$ cat config.mk
export PLATFORM = sky130hd
export DESIGN_NAME = irq_priority_sequencer
export DESIGN_NICKNAME = d
export VERILOG_FILES = /design/src/rtl/irq_seq_pkg.sv /design/src/rtl/irq_prio_arb.sv /design/src/rtl/irq_priority_sequencer.sv
export SDC_FILE = /design/constraint.sdc
export NUM_CORES = 1
export LEC_CHECK = 0
export BUFFER_PORTS_ARGS = -buffer_cell sky130_fd_sc_hd__buf_4
export CAP_MARGIN = 20
export CORE_ASPECT_RATIO = 0.9
export CORE_MARGIN = 4
export CORE_UTILIZATION = 50
export CTS_CLUSTER_SIZE = 20
export DETAILED_ROUTE_END_ITERATION = 10
export PLACE_DENSITY = 0.71
export SKIP_CTS_REPAIR_TIMING = 1
export SLEW_MARGIN = 0
export SYNTH_ARGS = -nofsm -noshare
export SYNTH_HDL_FRONTEND = slang
export SYNTH_HIERARCHICAL = 1
export SYNTH_SLANG_ARGS = --single-unit
$ cat constraint.sdc
create_clock -name clk -period 41.2 [get_ports clk]
set_input_delay 10.3 -clock clk [delete_from_list [all_inputs] [get_ports clk]]
set_output_delay 10.3 -clock clk [all_outputs]
set_load 0.01 [all_outputs]
$ cat src/rtl/irq_seq_pkg.sv
// Shared types and constants for the interrupt priority sequencer.
package irq_seq_pkg;

  localparam int NUM_SRC = 16;
  localparam int PRIO_W  = 4;
  localparam int VEC_W   = 8;
  localparam int SRC_W   = $clog2(NUM_SRC);
  localparam logic [VEC_W-1:0] VEC_BASE = 8'd64;

  typedef enum logic [2:0] {
    IDLE,
    ARB,
    CPU_REQ,
    CPU_SVC,
    DTC_REQ
  } state_e;

  function automatic logic [PRIO_W-1:0] ipr_of(input logic [NUM_SRC*PRIO_W-1:0] ipr, input int idx);
    return ipr[idx*PRIO_W +: PRIO_W];
  endfunction

endpackage

$ cat src/rtl/irq_prio_arb.sv
// Combinational max-priority select over eligible sources; zero latency, no backpressure.
// IRQ_SEQ_RR_EN: equal-priority ties rotate from rr_ptr_i instead of lowest index.
module irq_prio_arb
  import irq_seq_pkg::*;
(
  input  logic [NUM_SRC-1:0]        elig_i,
  input  logic [NUM_SRC*PRIO_W-1:0] ipr_i,
`ifdef IRQ_SEQ_RR_EN
  input  logic [SRC_W-1:0]          rr_ptr_i,
`endif
  output logic [SRC_W-1:0]          win_idx_o,
  output logic [PRIO_W-1:0]         win_lvl_o,
  output logic                      any_vld_o
);

  logic [PRIO_W-1:0] max_lvl;

  always_comb begin
    max_lvl = '0;
    for (int i = 0; i < NUM_SRC; i++) begin
      if (elig_i[i] && (ipr_of(ipr_i, i) > max_lvl)) max_lvl = ipr_of(ipr_i, i);
    end
  end

`ifdef IRQ_SEQ_RR_EN
  always_comb begin
    logic found;
    logic [SRC_W-1:0] idx;
    found     = 1'b0;
    idx       = '0;
    win_idx_o = '0;
    for (int k = 0; k < NUM_SRC; k++) begin
      idx = rr_ptr_i + SRC_W'(k);
      if (!found && elig_i[idx] && (ipr_of(ipr_i, int'(idx)) == max_lvl)) begin
        win_idx_o = idx;
        found     = 1'b1;
      end
    end
  end
`else
  // Descending scan so the lowest matching index is written last.
  always_comb begin
    win_idx_o = '0;
    for (int i = NUM_SRC - 1; i >= 0; i--) begin
      if (elig_i[i] && (ipr_of(ipr_i, i) == max_lvl)) win_idx_o = SRC_W'(i);
    end
  end
`endif

  assign win_lvl_o = max_lvl;
  assign any_vld_o = |elig_i;

endmodule

$ cat src/rtl/irq_priority_sequencer.sv
// Hands the best eligible IRQ to CPU or DTC; request visible 2 cycles after eligibility, held until ack.
// Optional IRQ_SEQ_RR_EN adds a round-robin tie pointer advanced on each grant.
module irq_priority_sequencer
  import irq_seq_pkg::*;
(
  input  logic                      clk,
  input  logic                      rst,
  input  logic [NUM_SRC-1:0]        irq_req,
  input  logic [NUM_SRC*PRIO_W-1:0] ipr,
  input  logic [PRIO_W-1:0]         cpu_mask,
  input  logic [NUM_SRC-1:0]        dtcer,
  output logic                      int_req,
  output logic [VEC_W-1:0]          int_vec,
  output logic [PRIO_W-1:0]         int_level,
  input  logic                      int_ack,
  input  logic                      int_done,
  output logic                      dtc_req,
  output logic [SRC_W-1:0]          dtc_src,
  input  logic                      dtc_ack,
  output logic [NUM_SRC-1:0]        clr_src,
  output logic                      exc_handling,
  output logic                      busy
);

  state_e             state_q, state_d;
  logic [SRC_W-1:0]   win_q, win_d;
  logic [PRIO_W-1:0]  lvl_q, lvl_d;
  logic [NUM_SRC-1:0] cool_q;
  logic [NUM_SRC-1:0] elig;
  logic [SRC_W-1:0]   arb_win;
  logic [PRIO_W-1:0]  arb_lvl;
  logic               arb_vld;
  logic               grant;
  logic               withdraw;

  logic               int_req_q, int_req_d;
  logic [VEC_W-1:0]   int_vec_q, int_vec_d;
  logic [PRIO_W-1:0]  int_lvl_q, int_lvl_d;
  logic               dtc_req_q, dtc_req_d;
  logic [SRC_W-1:0]   dtc_src_q, dtc_src_d;
  logic [NUM_SRC-1:0] clr_src_q, clr_src_d;
  logic               exc_q, exc_d;
  logic               busy_q, busy_d;

  // A cleared source stays blocked in its clear cycle and the one after, while the flag unit catches up.
  always_comb begin
    elig = '0;
    for (int i = 0; i < NUM_SRC; i++) begin
      elig[i] = irq_req[i] && (ipr_of(ipr, i) > cpu_mask) && !clr_src_q[i] && !cool_q[i];
    end
  end

  assign withdraw = !irq_req[win_q] || (ipr_of(ipr, int'(win_q)) <= cpu_mask);
  assign grant    = ((state_q == CPU_REQ) && int_ack) || ((state_q == DTC_REQ) && dtc_ack);

`ifdef IRQ_SEQ_RR_EN
  logic [SRC_W-1:0] rr_q;

  always_ff @(posedge clk) begin
    if (rst)        rr_q <= '0;
    else if (grant) rr_q <= win_q + SRC_W'(1);
  end
`endif

  irq_prio_arb u_arb (
    .elig_i    (elig),
    .ipr_i     (ipr),
`ifdef IRQ_SEQ_RR_EN
    .rr_ptr_i  (rr_q),
`endif
    .win_idx_o (arb_win),
    .win_lvl_o (arb_lvl),
    .any_vld_o (arb_vld)
  );

  always_ff @(posedge clk) begin
    if (rst) begin
      state_q   <= IDLE;
      win_q     <= '0;
      lvl_q     <= '0;
      cool_q    <= '0;
      int_req_q <= 1'b0;
      int_vec_q <= '0;
      int_lvl_q <= '0;
      dtc_req_q <= 1'b0;
      dtc_src_q <= '0;
      clr_src_q <= '0;
      exc_q     <= 1'b0;
      busy_q    <= 1'b0;
    end else begin
      state_q   <= state_d;
      win_q     <= win_d;
      lvl_q     <= lvl_d;
      cool_q    <= clr_src_q;
      int_req_q <= int_req_d;
      int_vec_q <= int_vec_d;
      int_lvl_q <= int_lvl_d;
      dtc_req_q <= dtc_req_d;
      dtc_src_q <= dtc_src_d;
      clr_src_q <= clr_src_d;
      exc_q     <= exc_d;
      busy_q    <= busy_d;
    end
  end

  always_comb begin
    state_d = state_q;
    win_d   = win_q;
    lvl_d   = lvl_q;
    case (state_q)
      IDLE:    if (|elig) state_d = ARB;
      ARB: begin
        if (arb_vld) begin
          win_d   = arb_win;
          lvl_d   = arb_lvl;
          state_d = dtcer[arb_win] ? DTC_REQ : CPU_REQ;
        end else begin
          state_d = IDLE;
        end
      end
      CPU_REQ: begin
        if (int_ack)       state_d = CPU_SVC;
        else if (withdraw) state_d = IDLE;
      end
      CPU_SVC: if (int_done) state_d = IDLE;
      DTC_REQ: if (dtc_ack)  state_d = IDLE;
      default: state_d = IDLE;
    endcase
  end

  always_comb begin
    int_req_d = (state_d == CPU_REQ);
    int_vec_d = '0;
    int_lvl_d = '0;
    if (int_req_d) begin
      int_vec_d = VEC_BASE + VEC_W'(win_d);
      int_lvl_d = lvl_d;
    end
    dtc_req_d = (state_d == DTC_REQ);
    dtc_src_d = dtc_req_d ? win_d : '0;
    exc_d     = (state_d == CPU_SVC);
    busy_d    = (state_d != IDLE);
    clr_src_d = '0;
    if (grant) clr_src_d[win_q] = 1'b1;
  end

  assign int_req      = int_req_q;
  assign int_vec      = int_vec_q;
  assign int_level    = int_lvl_q;
  assign dtc_req      = dtc_req_q;
  assign dtc_src      = dtc_src_q;
  assign clr_src      = clr_src_q;
  assign exc_handling = exc_q;
  assign busy         = busy_q;

endmodule
Word-level counts from Yosys, hierarchy flattened
Index checks and enable logic that the tools add are counted.

operators by class
  shift operators = 1
  add/subtract/negate cells = 1
  order comparisons = 36
  bitwise logic cells = 3
  multiplexer cells = 50
  reductions and logical operators = 124
  eq/ne operators = 23

operators by type and width
  cell                                                                           count
  4-bit two-way mux                                                              36
  4-bit > comparator                                                             31
  1-bit logical AND                                                              83
  4-bit == test                                                                  16
  64-bit by 7-bit variable part select with 4-bit output                         1
  1-bit logical NOT                                                              33
  3-bit two-way mux                                                              7
  16-bit OR reduction                                                            1
  3-bit one-hot mux with 5 select lines                                          1
  3-bit by 2-bit == test with 1-bit output (second input constant)               4
  4-bit by 5-bit less-than comparator with 1-bit output (second input constant)  2
  7-bit by 4-bit adder with 8-bit output (first input constant)                  1
  1-bit binary-select mux with 4-bit select                                      2
  3-bit == test (second input constant)                                          2
  2-bit OR reduction                                                             3
  1-bit demux with 4-bit select                                                  1
  4-bit by 1-bit >= comparator with 1-bit output (second input constant)         1
  4-bit by 1-bit > comparator with 1-bit output (second input constant)          1
  4-bit less-or-equal comparator                                                 1
  3-bit by 1-bit == test with 1-bit output (second input constant)               1
  3-bit logical NOT                                                              1
  1-bit two-way mux                                                              3
  1-bit inverter                                                                 3
  3-bit nonzero test                                                             1
  1-bit logical OR                                                               2

storage, ports and cells
  register bits = 63
  output and inout bits = 36
  word-level logic and storage cells = 250

Longest topological paths before layout
  depth in word-level cells = 77
  mapped depth = 143

Modules after synthesis
Netlist, hierarchy kept.

by module, submodules not included
  module                  instances  cells each  area an instance (µm²)  sequential area each (µm²)
  irq_prio_arb            1          811         5,597.9                 0.0
  irq_priority_sequencer  1          417         4,161.5                 1,201.2

Least setup slack after synthesis
Ideal clock, no wire load.

  kind = in2reg
  from = input cpu_mask[3]
  to = register busy_q, in the netlist busy
  stages = 133
  setup slack = 5.574 ns
  path buffers = 6
  data arrival time = 35.501 ns
  data required time = 41.075 ns
  cells stage by stage = inv_1 > ha_1 > nand4_1 > nand3_1 > a21oi_1 > buf_2 > nand2_1 > ha_1 > nor2b_1 > o211ai_2 > a21oi_2 > o21ai_0 > inv_1 > ha_1 > nand2_1 > nor4b_1 > o22ai_1 > o311a_4 > (+97 left out) > nor2b_1 > o311ai_1 > nor2_1 > a41oi_1 > buf_2 > xnor2_1 > nand2_1 > or4_1 > nand2_1 > nor3_1 > a21oi_1 > buf_6 > mux4_1 > mux2i_1 > mux2i_2 > a31oi_4 > nor4b_2 > o21ai_1

on the way
  cells in the longest elaborated chain, start to end = 75

RTL lines
  what                                           line                           source
  start, declared                                irq_priority_sequencer.sv:10   input logic [PRIO_W-1:0] cpu_mask,
  4-bit > comparator (*)                         irq_priority_sequencer.sv:49   elig[i] = irq_req[i] && (ipr_of(ipr, i) > cpu_mask) && !clr_src_q[i] && !cool_q[i];
  1-bit logical AND (*) (3 in series)            irq_priority_sequencer.sv:49
  net elig[0]                                    irq_priority_sequencer.sv:29   logic [NUM_SRC-1:0] elig;
  1-bit logical AND (*)                          irq_prio_arb.sv:21             if (elig_i[i] && (ipr_of(ipr_i, i) > max_lvl)) max_lvl = ipr_of(ipr_i, i);
  4-bit two-way mux (*)                          irq_prio_arb.sv:21
  4-bit > comparator                             irq_prio_arb.sv:21
  1-bit logical AND                              irq_prio_arb.sv:21
  4-bit two-way mux (*)                          irq_prio_arb.sv:21
  (+42 left out)                                 -
  net arb_lvl[2]                                 irq_priority_sequencer.sv:31   logic [PRIO_W-1:0] arb_lvl;
  (+17 left out)                                 -
  4-bit two-way mux (*)                          irq_prio_arb.sv:45             if (elig_i[i] && (ipr_of(ipr_i, i) == max_lvl)) win_idx_o = SRC_W'(i);
  net arb_win[2]                                 irq_priority_sequencer.sv:30   logic [SRC_W-1:0] arb_win;
  1-bit binary-select mux with 4-bit select (*)  irq_priority_sequencer.sv:116  state_d = dtcer[arb_win] ? DTC_REQ : CPU_REQ;
  1-bit two-way mux (not written as such) (*)    irq_priority_sequencer.sv:116
  3-bit two-way mux (*)                          irq_priority_sequencer.sv:116
  3-bit two-way mux (*)                          irq_priority_sequencer.sv:113  if (arb_vld) begin
  3-bit one-hot mux with 5 select lines (*)      irq_priority_sequencer.sv:110  case (state_q)
  3-bit nonzero test (*)                         irq_priority_sequencer.sv:142  busy_d = (state_d != IDLE);
  end signal, assigned                           irq_priority_sequencer.sv:102  busy_q <= busy_d;
  end, declared                                  irq_priority_sequencer.sv:43   logic busy_q, busy_d;

The timed path passes the listed nets; every way through them passes the cells marked *. The select of a mux whose other input is x is not followed.
A chain may end at the register's enable or synchronous reset.

Worst setup path after layout
Same ends and word-level chain as after synthesis.

==> impl_metrics.py <==
metrics = {
    "timing": {
        "max_slew_margin_pct": 39.18,
        "slew_viol_final": 0,
        "period_share_pct": 95.50,
        "fmax_mhz": 25.42,
        "fin_crit_ps": 39350,
        "setup_violations": 0,
        "skew_ps": 4.750,
        "tightest_slew_ps": 906.8,
        "hold_violations": 0,
    },
    "synth": {
        "synth_cell_types": 117,
        "syn_inst": 1228,
        "ys_async_sr_fraction_pct": 0,
        "syn_avg_cell_area_sq_um": 7.947,
        "synth_ff_type": "dfxtp_1",
        "synth_seq_area_share_pct": 12.31,
        "synth_top_area_share_pct": 13.08,
        "netlist_area_sq_um": 9759,
        "synth_top_area_cell": "ha_1",
        "yosys_warnings": 6,
        "yosys-top-cells-area": "ha_1 13%, dfxtp_1 12%, xnor2_1 6.2%, mux4_2 5.5%, nor2_1 4.0%",
        "synth_edf_count": 0,
        "ys_ff_latch": 60,
    },
    "placed_design": {
        "numPortBuffers": 137,
        "hpwl_mm": 25.98,
        "place_inst": 1576,
        "gp_congestion": 0.9898,
    },
    "worst_setup_path": {
        "ff2ff_setup_slack_ps": 12080,
        "path_common_cell": "ha_1",
        "cp_slowest_stage_delay_ps": 620,
        "criticalPathCategory": "in2reg",
        "arrival_ps": 39550,
        "rr_startpoint": "clr_src[0]$_SDFF_PP0_",
        "ff2ff_path_depth": 129,
        "reg2reg_to": "busy$_SDFF_PP0_",
        "worstPathRequired_ps": 41400,
        "endpoint_kind": "flop",
        "critPathLaunch": "cpu_mask[3]",
        "startpoint_type": "primary input",
        "worst-path-max-fanout": 24,
        "crit_slowest_cell": "mux4_1",
    },
    "global_route": {
        "grt_overflow": 0,
        "grt_pass1_wl_mm": 51.14,
        "antenna_found_initial": 0,
        "grt_pass1_vias": 9537,
        "grt_usage_pct": 28.80,
        "grt_max_degree": 30,
    },
    "outcome": {
        "status": "complete, no violations",
    },
    "final_layout": {
        "instances_no_fill": 1593,
        "syn_to_final_growth_pct": 14.99,
        "drive_gt1_share_pct": 18.54,
        "final_common_cell": "buf_4",
        "final_cell_mix": "148 x buf_4, 105 x nor2_1, 102 x ha_1, 91 x inv_1, 83 x nand2_1",
        "nNetsFinal": 1547,
        "antenna_cells": 0,
    },
    "clock_tree": {
        "clk_path_buf_depth": 2,
        "root_buffer": "clkbuf_16",
        "clkSlewWorstSetupHoldPaths_ps": 50,
        "cts_buffers": 9,
        "cts.sink_count": 60,
        "htreeDepth": 3,
        "cts_tree": "built",
        "clock_latency_ps": 320,
    },
    "power_and_ir_drop": {
        "total_power_mw": 0.8518,
        "ir_worst_vdd_v": 0.00006066,
        "p_per_area_nw_per_um2": 75.90,
        "leakagePower_nw": 4.685,
    },
    "worst_hold_path": {
        "min_path_type": "reg2reg",
        "min_from": "clr_src[14]$_SDFF_PP0_",
        "hold_path_end": "cool_q[14]$_SDFF_PP0_",
        "hold_depth": 1,
    },
    "die": {
        "die_h_um": 140.5,
        "boundaryPins": 141,
        "die_width_um": 155.3,
        "rows": 48,
        "die_area_sq_um": 21820,
        "core_sq_um": 19160,
        "start_util_pct": 50.94,
    },
    "detailed_routing": {
        "drtAntennaViolNets": 0,
        "drc": 0,
        "dr.pass1.iters": 8,
        "via_per_inst": 6.533,
        "wl_per_cell_um": 20.79,
        "drtIter0Drc": 1128,
        "vias": 10410,
        "drt-total-wl_mm": 33.12,
    },
    "flow_run": {
        "cap_viol_max_count": 0,
    },
}
-- synth_stat cells (all sizes together) (6+ instances only) --
library cell	number
a2111oi	8
a211oi	9
a21o	6
a21oi	74
a221oi	7
a31oi	22
a41o	8
a41oi	9
and2	12
and3	16
buf	29
clkbuf	21
dfxtp	60
ha	102
inv	91
mux2	9
mux2i	24
mux4	28
nand2	83
nand2b	8
nand3	44
nand4	38
nor2	105
nor2b	45
nor3	31
nor4	19
o211ai	24
o21a	12
o21ai	54
o311a	6
o311ai	8
o31a	7
o31ai	10
or2	7
or3	14
or4	8
xnor2	69
xor2	14
-- how the worst max path moves through the flow --
stage / endpoint / slack, ps / cells past startpoint
final: busy$_SDFF_PP0_ / 1850 / 133
after global routing: busy$_SDFF_PP0_ / -4 / 133
after CTS: busy$_SDFF_PP0_ / 1740 / 130
after detailed placement: busy$_SDFF_PP0_ / 1520 / 130
after global placement: busy$_SDFF_PP0_ / 2350 / 132
after floorplan: busy$_SDFF_PP0_ / 5570 / 133
-- critical path: cells and delay by family --
| kind | cells | cell delay, ps |
|---|---|---|
| AOI/OAI and AO/OA | 49 | 12070 |
| xor gates and xnor gates | 1 | 160 |
| adders and majority gates | 19 | 6010 |
| buffers and inverters | 14 | 1760 |
| muxes | 9 | 2400 |
| and+or+nand+nor | 41 | 6880 |
-- power by group --
group | internal, mW | switching, mW
logic | 0.291 | 0.422
clock network | 0.0411 | 0.0237
registers | 0.0655 | 0.00760
total | 0.398 | 0.454
-- flip-flops by register name (all words and copies together) (netlist names), 3 cells and up --
signal     cells
lvl_q          4
int_level      4
win_q          4
cool_q        16
dtc_src        4
state_q        3
clr_src       16
int_vec        5
-- final cells by class --
class	instances	area, sq um
Clock buffer	11	242.7
Clock inverter	3	15.01
Fill cell	1794	7936
Inverter	91	341.6
Multi-Input combinational cell	1029	7978
Sequential cell	60	1201
Tap cell	250	312.8
Timing Repair Buffer	149	1131
-- cell families after synthesis --
logic type,count (synthesis),synth area share (%)
mux,61,10.28
buf+inv,141,6.333
xor+xnor,83,7.449
simple gates,454,24.77
flops,60,12.31
fa+ha+maj,105,13.40
other cells,1,0.03842
compound gates,323,25.42
-- per-stage QoR --
stage	TNS [ps]	hold WS (ps)	worst slack [ps]	cell area (sq um)	utilization [%]
floorplan	0	455.7	5574	9767	-
global placement	0	469.5	2355	10910	56.97
detailed placement	0	481.2	1515	10910	56.97
CTS	0	492.2	1738	11170	58.31
global route	-4.217	511.7	-4.217	11220	58.58
finish	0	490.7	1854	11220	58.58
-- per-layer routing --
layer / track usage (%) / vias up / share of wire (%)
li1: - / 4876 / -
met1: 40.83 / 4893 / 44
met2: 45.80 / 570 / 44
met3: 4.294 / 68 / 9.6
met4: 7.784 / 0 / 2.3
met5: 0 / - / 0
Note: power is estimated with default switching activity, not from simulation.
